==> src/rtl/peripheral_input.sv <==
// ---------------------------------------------------------------------------
// peripheral_input
//
// Pushbutton-qualified switch sampler. A debounced press of key_n latches the
// switch bank and presents it to the processor. The value is held until the
// processor acknowledges it. After that, the key must be released and debounced
// before another press is accepted, so each physical press yields at most one
// value.
//
// Handshake: peripheral_signal is "valid" and peripheral_ack is "ready/taken".
// Once peripheral_signal rises, both it and peripheral_value stay frozen until
// a clock edge samples peripheral_ack=1. On that edge the transfer completes:
// peripheral_signal drops and accept_count advances by one (mod 256).
// peripheral_ack has no effect while peripheral_signal is low.
//
// Ports
//   clock              rising-edge system clock
//   reset              asynchronous, active-low reset
//   key_n              raw asynchronous pushbutton, low = pressed
//   switches           raw switch bank (WIDTH bits)
//   peripheral_ack     processor has consumed peripheral_value
//   peripheral_signal  peripheral_value is valid
//   peripheral_value   switch value latched at the debounced press
//   accept_count       completed handshakes, wraps 255 -> 0
//   dbg_state          current FSM state (IDLE=0, DEB_PRESS=1, PRESENT=2,
//                      WAIT_REL=3, DEB_REL=4)
// ---------------------------------------------------------------------------
module peripheral_input #(
  parameter int WIDTH           = 5,
  parameter int DEBOUNCE_CYCLES = 16
) (
  input  logic             clock,
  input  logic             reset,
  input  logic             key_n,
  input  logic [WIDTH-1:0] switches,
  input  logic             peripheral_ack,
  output logic             peripheral_signal,
  output logic [WIDTH-1:0] peripheral_value,
  output logic [7:0]       accept_count,
  output logic [2:0]       dbg_state
);

  typedef enum logic [2:0] {
    ST_IDLE      = 3'd0,
    ST_DEB_PRESS = 3'd1,
    ST_PRESENT   = 3'd2,
    ST_WAIT_REL  = 3'd3,
    ST_DEB_REL   = 3'd4
  } state_t;

  localparam logic [15:0] DEB_MAX = 16'(DEBOUNCE_CYCLES);

  // Synchronizer flops reset to 1 (key released), so a key held low
  // across reset is seen as a fresh falling edge once reset is removed.
  logic             r_sync1;
  logic             r_sync2;
  logic             w_key_s;

  state_t           r_state;
  state_t           w_state_nxt;
  logic [15:0]      r_cnt;
  logic [15:0]      w_cnt_nxt;
  logic             r_signal;
  logic             w_signal_nxt;
  logic [WIDTH-1:0] r_value;
  logic [WIDTH-1:0] w_value_nxt;
  logic [7:0]       r_accept;
  logic [7:0]       w_accept_nxt;

  assign w_key_s = r_sync2;

  always_ff @(posedge clock or negedge reset) begin
    if (!reset) begin
      r_sync1 <= 1'b1;
      r_sync2 <= 1'b1;
    end else begin
      r_sync1 <= key_n;
      r_sync2 <= r_sync1;
    end
  end

  always_ff @(posedge clock or negedge reset) begin
    if (!reset) begin
      r_state  <= ST_IDLE;
      r_cnt    <= 16'd0;
      r_signal <= 1'b0;
      r_value  <= '0;
      r_accept <= 8'd0;
    end else begin
      r_state  <= w_state_nxt;
      r_cnt    <= w_cnt_nxt;
      r_signal <= w_signal_nxt;
      r_value  <= w_value_nxt;
      r_accept <= w_accept_nxt;
    end
  end

  // The counter holds the number of consecutive qualifying key_s samples.
  // A state exits on the edge that sees the counter already at
  // DEBOUNCE_CYCLES with the key still qualifying. The counter never
  // increments past that value.
  always_comb begin
    w_state_nxt  = r_state;
    w_cnt_nxt    = r_cnt;
    w_signal_nxt = r_signal;
    w_value_nxt  = r_value;
    w_accept_nxt = r_accept;
    case (r_state)
      ST_IDLE: begin
        if (!w_key_s) begin
          w_state_nxt = ST_DEB_PRESS;
          w_cnt_nxt   = 16'd1;
        end else begin
          w_cnt_nxt   = 16'd0;
        end
      end
      ST_DEB_PRESS: begin
        if (w_key_s) begin
          w_state_nxt = ST_IDLE;
          w_cnt_nxt   = 16'd0;
        end else if (r_cnt >= DEB_MAX) begin
          w_state_nxt  = ST_PRESENT;
          w_cnt_nxt    = 16'd0;
          w_value_nxt  = switches;
          w_signal_nxt = 1'b1;
        end else begin
          w_cnt_nxt = r_cnt + 16'd1;
        end
      end
      ST_PRESENT: begin
        // Key activity is ignored here. A release that happens meanwhile
        // is picked up by WAIT_REL, because key_s is simply already high.
        if (peripheral_ack) begin
          w_state_nxt  = ST_WAIT_REL;
          w_signal_nxt = 1'b0;
          w_accept_nxt = r_accept + 8'd1;
        end
      end
      ST_WAIT_REL: begin
        if (w_key_s) begin
          w_state_nxt = ST_DEB_REL;
          w_cnt_nxt   = 16'd1;
        end else begin
          w_cnt_nxt   = 16'd0;
        end
      end
      ST_DEB_REL: begin
        if (!w_key_s) begin
          w_state_nxt = ST_WAIT_REL;
          w_cnt_nxt   = 16'd0;
        end else if (r_cnt >= DEB_MAX) begin
          w_state_nxt = ST_IDLE;
          w_cnt_nxt   = 16'd0;
        end else begin
          w_cnt_nxt = r_cnt + 16'd1;
        end
      end
      default: begin
        w_state_nxt  = ST_IDLE;
        w_cnt_nxt    = 16'd0;
        w_signal_nxt = 1'b0;
      end
    endcase
  end

  assign peripheral_signal = r_signal;
  assign peripheral_value  = r_value;
  assign accept_count      = r_accept;
  assign dbg_state         = r_state;

endmodule
==> config.mk <==
export PLATFORM = sky130hd
export DESIGN_NAME = peripheral_input
export DESIGN_NICKNAME = d
export VERILOG_FILES = /design/src/rtl/peripheral_input.sv
export SDC_FILE = /design/constraint.sdc
export NUM_CORES = 1
export LEC_CHECK = 0
export ABC_AREA = 1
export BUFFER_PORTS_ARGS = -buffer_cell sky130_fd_sc_hd__buf_4
export CORE_MARGIN = 2
export CORE_UTILIZATION = 35
export CTS_BUF_LIST = sky130_fd_sc_hd__clkbuf_4 sky130_fd_sc_hd__clkbuf_8
export CTS_CLUSTER_SIZE = 30
export DETAILED_ROUTE_END_ITERATION = 16
export GPL_ROUTABILITY_DRIVEN = 0
export GPL_TIMING_DRIVEN = 0
export HOLD_SLACK_MARGIN = 0.06
export PLACE_DENSITY = 0.63
export SLEW_MARGIN = 10
export SYNTH_ARGS = -nofsm -noshare
export SYNTH_HDL_FRONTEND = slang
export SYNTH_SLANG_ARGS = --single-unit
==> constraint.sdc <==
create_clock -name clock -period 1.3 [get_ports clock]
set_input_delay 0 -clock clock [delete_from_list [all_inputs] [get_ports clock]]
set_output_delay 0 -clock clock [all_outputs]
set_load 0.005 [all_outputs]
==> results of run 1 <==
-- report_power, final --
group | internal, mW | switching [mW] | leakage, nW | total (mW)
clock | 0.415 | 0.367 | 0.0470 | 0.783
sequential | 1.23 | 0.174 | 0.441 | 1.40
combinational | 0.571 | 0.662 | 0.606 | 1.23
total | 2.22 | 1.20 | 1.09 | 3.42
-- critical path, cell delays in order (launching register included) --
cell and delay, ns:
dfrtp_2 0.45, nor2_4 0.14, nand2_4 0.10, nor2_8 0.12
nand2_4 0.06, nor2_4 0.10, nand3_2 0.09, xnor2_2 0.14
-- worst paths after layout --
path                                   end  slack [ns]            from
max                        accept_count[7]       -0.02    dbg_state[0]
min                           dbg_state[1]        0.12  peripheral_ack
max reg2reg                accept_count[7]       -0.02    dbg_state[0]
min reg2reg                        r_sync2        0.36         r_sync1
max in group asynchronous          r_sync2        0.77           reset
min in group asynchronous  accept_count[4]        0.20           reset
-- flip-flops by register name, indices dropped and copies added, names as in the netlist --
signal / count
accept_count: 8
r_sync1: 1
peripheral_value: 5
r_cnt: 16
peripheral_signal: 1
r_sync2: 1
dbg_state: 3
-- layer usage --
metal | wire length [um] | part of all wire [%] | vias up
met5 | 0 | 0 | -
met4 | 25 | 0.80 | 0
met3 | 128 | 4.1 | 4
met2 | 1560 | 50 | 20
met1 | 1420 | 45 | 577
li1 | - | - | 619
-- stage by stage --
step	worst slack [ns]	instance area, um^2	TNS (ns)	instances	utilization (%)
after floorplan	0.0121	1570	0	172	-
after global placement	-0.222	1820	-2.30	249	42.1
after detailed placement	-0.263	1820	-2.54	249	42.1
after CTS	-0.0206	2100	-0.0330	270	48.5
after global routing	-0.0822	2190	-0.979	273	50.7
final	-0.0159	2190	-0.0172	273	50.7
-- area by class of cell --
type	instances	area, um^2	area share [%]
multi-input combinational	109	698	31.8
clock buffer	6	82.6	3.77
clock inverter	1	5.00	0.228
sequential	35	882	40.2
tap	52	65.1	2.97
inverter	27	106	4.85
buffer	1	3.75	0.171
timing repair buffer	42	349	15.9
-- cell usage in the layout, fill, tap and decap left out, types with 2 or more instances in the layout --
cell type	synthesis	layout
ha_1	3	3
nand4_1	2	2
inv_1	25	22
dfrtp_2	0	3
inv_2	2	3
nand3_2	1	3
nor2_1	23	18
buf_4	0	33
nand3_1	10	7
o22ai_2	0	2
dlygate4sd3_1	0	7
xor2_1	4	4
nor2_4	2	5
dfrtp_1	33	30
nand2_4	2	3
nor2_2	1	3
xnor2_1	5	4
o21ai_0	6	3
dfstp_2	2	2
nand2_1	41	34
a21oi_1	2	2
inv_4	0	2
o21ai_2	0	2
nand2_2	0	5
clkbuf_8	0	6
o21ai_1	1	2
-- cells by family (layout without fill, tap and decap cells) --
group                    count (synthesis)  in the layout  share of synthesized area [%]
AO/OA/AOI/OAI                           12             12                           4.15
adder cells (fa/ha/maj)                  3              3                           2.39
AND/OR/NAND/NOR                         85             85                           25.7
XOR/XNOR                                 9              9                           5.03
buffers and inverters                   28             77                           6.70
flip-flops                              35             35                           56.0
-- what timing repair did --
action | CTS | global route
setup buffers | 7 | 3
endpoints found under the setup margin | 28 | 28
gates resized for setup | 19 | 20
hold endpoints to repair | 41 | 0
hold buffers | 7 | 0
pin swaps | 6 | 8
==> impl_results.md, run 1 <==
* Status: complete, but fails checks
* Failing checks: negative setup slack
* Yosys cell types at 24
* Number of global-route vias before repair at 1218
* Clock sinks at 35
* DR iter-0 viols at 50
* CTS root buffer: clkbuf_8
* First-pass GRT wire length at 5230 um
* Post-DRT Antenna Nets at 0
* Total gr overflow at 0
* Height of the die at 70.9 um
* # H-tree levels at 2
* Final WS setup at -0.0159 ns
* WS Path Type: reg -> reg
* Vias per cell at 4.47
* Flops & latches, synth at 35
* Post-synth top cells: nand2_1 (41), dfrtp_1 (33), inv_1 (25)
* R2R cell count at 7
* Slew headroom at 71.3%
* Area delta synth->final at 39.8%
* Synth Net Count at 184
* Worst VDD drop at 848 uV
* CP endpoint kind: flip-flop
* TritonCTS clock tree: done
* Row Count at 24
* Global routing usage on met3 at 3.99%
* Asr flop ratio synth at 100%
* Leakage at 1.09 nW
* Die area at 5030 um^2
* Hold_ws at 0.117 ns
* Layout cell share with drive strength beyond 1 at 36.2%
* Area contributors post-synth: dfrtp_1 (53%), nand2_1 (9.8%), inv_1 (6.0%), nor2_1 (5.5%), dfstp_2 (3.4%)
* Top_reg_cell synth: dfrtp_1
* Critical path peak fanout at 6
* Number of antenna violations at the first check in global routing at 0
* Final setup vio count at 2
* Worst skew pair latency at 0.28 ns
* Die Span X at 70.9 um
* Worst slew pin tran at 0.431 ns
* Synthesized area at 1570 um^2
* Pin count of the biggest net entering global routing at 36
* PnR Total Power at 3.42 mW
* Skew final at 0.00220 ns
* Syn Area/Cell at 9.11 um^2
* Hold Path Depth at 5
* Final WL at 3130 um
* Sequential-to-total area share from yosys stat at 56.0%
* Routing usage on met1 at 16.1%
* Startpoint Class: flip-flop
* Worst Path Arrival at 1.48 ns
* CORE AREA at 4320 um^2
* Final min period at 1.32 ns
* Vias at 1220
* PwrDens at 1560 nW/um^2
* Count leader, synth: nand2_1
* Hold Crit Class: in -> reg
* # fillers at 428
* DRC errors left at 0
* IO buf count at 25
* Post-synth EDFFs at 0
* Number of diodes at 0
* Initial cell density of the core at 36.3%
* I/O pin total at 26
* Pins Over Slew Limit at 0
* Clock slew seen by the registers of the worst setup and hold paths at 0.07 ns
* Area leader, netlist: dfrtp_1
* Top cell type's share of synthesized area at 52.7%
* Max Clk Rate at 760 MHz
* Cells after synthesis at 172
* DR pass1 iterations at 4
* Total track usage at 13.0%
* Post-route clock period utilization at 101%
* Final net count at 233
* TritonCTS Buffers at 5
* Deepest clock path buffer count at 2
* Final Hold Fails at 0
* Met2 global-route usage at 21.8%
* Number of synthesis warnings at 0
* Drt wl/cell at 11.4 um
* Gr busiest metal: met2
* Crit path required time at 1.47 ns
* Max cap viols at 0
* RSZ-0062 raised after global routing: true
* HPWL Detailed at 1960 um
Power figures use the tool's default switching activity.
==> run 2: changes to the inputs <==
--- a/config.mk
+++ b/config.mk
@@ -7,6 +7,8 @@
 export LEC_CHECK = 0
 export ABC_AREA = 1
 export BUFFER_PORTS_ARGS = -buffer_cell sky130_fd_sc_hd__buf_4
+export CELL_PAD_IN_SITES_DETAIL_PLACEMENT = 1
+export CELL_PAD_IN_SITES_GLOBAL_PLACEMENT = 1
 export CORE_MARGIN = 2
 export CORE_UTILIZATION = 35
 export CTS_BUF_LIST = sky130_fd_sc_hd__clkbuf_4 sky130_fd_sc_hd__clkbuf_8
@@ -15,7 +17,7 @@
 export GPL_ROUTABILITY_DRIVEN = 0
 export GPL_TIMING_DRIVEN = 0
 export HOLD_SLACK_MARGIN = 0.06
-export PLACE_DENSITY = 0.63
+export PLACE_DENSITY_LB_ADDON = 0.1
 export SLEW_MARGIN = 10
 export SYNTH_ARGS = -nofsm -noshare
 export SYNTH_HDL_FRONTEND = slang
==> run 2 against run 1 <==
  * The run still ends with negative setup slack left
  * Sequential power about the same
  * Wire length up 21%
  * Clock-buffer cell count down 1
  * Combinational power about the same
  * Final cell count up 2.6%
  * Non-clock buffer count up 6
  * Flip-flop and latch count unchanged
  * Die area unchanged
  * Critical path depth unchanged
  * Critical endpoint unchanged
  * Largest power group unchanged
  * Highest routed layer unchanged
==> impl_results.md, run 2 (synthesis results as in run 1) <==
* Status: complete, but fails checks
* Failing checks: negative setup slack
* CTS root buffer: clkbuf_8
* TritonCTS Buffers at 5
* Number of global-route vias before repair at 1404
* Fin Setup TNS at -0.0451 ns
* Area delta synth->final at 42.1%
* DR iter-0 viols at 59
* Final WL at 3790 um
* Final net count at 239
* CP max stage delay at 0.45 ns
* PwrDens at 1620 nW/um^2
* Layout cell share with drive strength beyond 1 at 38.6%
* Slew headroom at 69.6%
* Max Clk Rate at 750 MHz
* Startpoint Class: flip-flop
* Total track usage at 16.5%
* Critical path peak fanout at 6
* Crit path required time at 1.47 ns
* WS Path Type: reg -> reg
* Reg with most FFs: r_cnt
* Crit-path leading delay family: simple AND/OR/NAND/NOR gates
* Number of diodes at 0
* Vias per cell at 4.61
* HPWL Detailed at 2320 um
* Worst Path Arrival at 1.50 ns
* Initial cell density of the core at 36.3%
* Number of antenna violations at the first check in global routing at 0
* Die area at 5030 um^2
* Height of the die at 70.9 um
* Post-route clock period utilization at 103%
* DRC errors left at 0
* Final WS setup at -0.0342 ns
* Worst skew pair latency at 0.29 ns
* CORE AREA at 4320 um^2
* Pins Over Slew Limit at 0
* Pin count of the biggest net entering global routing at 36
* Drt wl/cell at 13.5 um
* Buf+Inv Stages, Crit Path at 0
* TritonCTS clock tree: done
* CP endpoint kind: flip-flop
* Hold Crit Class: in -> reg
* I/O pin total at 26
* Clock sinks at 35
* Vias at 1292
* Hold_ws at 0.125 ns
* Deepest clock path buffer count at 2
* DR pass1 iterations at 3
* # H-tree levels at 2
* Clock slew seen by the registers of the worst setup and hold paths at 0.07 ns
* Skew final at 0.00670 ns
* Most frequent cells in the layout: buf_4 (41), nand2_1 (34), dfrtp_1 (30), inv_1 (21), nor2_1 (18)
* # fillers at 512
* Cell Chain, Critical Path: nor2_4 > nand2_4 > nor2_8 > nand2_4 > nor2_4 > nand3_2 > xnor2_2
* First-pass GRT wire length at 6410 um
* Final setup vio count at 3
* Leakage at 1.13 nW
* IO buf count at 25
* Final Hold Fails at 0
* Die Span X at 70.9 um
* Final min period at 1.33 ns
* Post-DRT Antenna Nets at 0
* Final Util at 51.5%
* Max cap viols at 0
* Commonest non-fill, non-tap cell in the layout: buf_4
* Pre-CTS setup slack at -0.239 ns
* Worst VDD drop at 754 uV
* Worst slew pin tran at 0.456 ns
* Slowest cell on crit path: dfrtp_2
* Largest register FFs at 16
* RSZ-0062 raised after global routing: true
* Total gr overflow at 0
* Row Count at 24
==> run 2: where the power goes <==
group	leakage, nW	switching [mW]	total (mW)	internal [mW]
sequential	0.441	0.166	1.39	1.23
combinational	0.631	0.694	1.24	0.548
clock	0.0581	0.406	0.977	0.571
total	1.13	1.27	3.61	2.35
==> run 2: tightest hold or removal path, cell delays in order <==
cell and delay (ns):
buf_4 0.08, nor2_1 0.04, inv_2 0.07, nand4_1 0.10
nand2_1 0.08
==> run 2: cell type report <==
class                   count  area (um^2)  area share, %
plain buffers               1         3.75          0.168
clock buffers               5         68.8           3.09
clock inverters             3         43.8           1.97
inverters                  27          104           4.66
multi-input cells         109          683           30.7
flip-flops and latches     35          882           39.6
well taps                  52         65.1           2.92
repair buffers             48          378           17.0
==> run 2: per-stage QoR <==
step           instance area [um^2]  std cells  power [mW]
3_5_place_dp                   1820        249        2.32
2_1_floorplan                  1570        172        1.95
5_1_grt                        2230        280        3.87
6_report                       2230        280        3.61
3_3_place_gp                   1820        249        2.27
4_1_cts                        2160        275        3.58
==> run 2: path summary, 6_finish.rpt <==
check / startpoint / to / slack, ns / depth (start not counted)
max in group asynchronous: reset / r_sync1 / 0.74 / 2
setup / recovery: dbg_state[0] / accept_count[7] / -0.03 / 7
hold reg to reg: r_sync1 / r_sync2 / 0.36 / 0
setup reg to reg: dbg_state[0] / accept_count[7] / -0.03 / 7
hold / removal: peripheral_ack / dbg_state[1] / 0.12 / 5
min in group asynchronous: reset / r_cnt[4] / 0.20 / 2
==> run 2: metal layers <==
layer | up-vias | global-route usage, % | routed length, um
met3 | 7 | 4.84 | 136
met5 | - | 0 | 0
met2 | 23 | 30.3 | 2070
met4 | 0 | 6.92 | 67
met1 | 622 | 17.6 | 1520
li1 | 640 | - | -
==> run 2: timing repair <==
action	CTS	global route
hold endpoints to repair	41	0
endpoints found under the setup margin	28	30
pin swaps	8	6
resized for setup	27	10
hold buffers	7	0
setup buffers	11	5
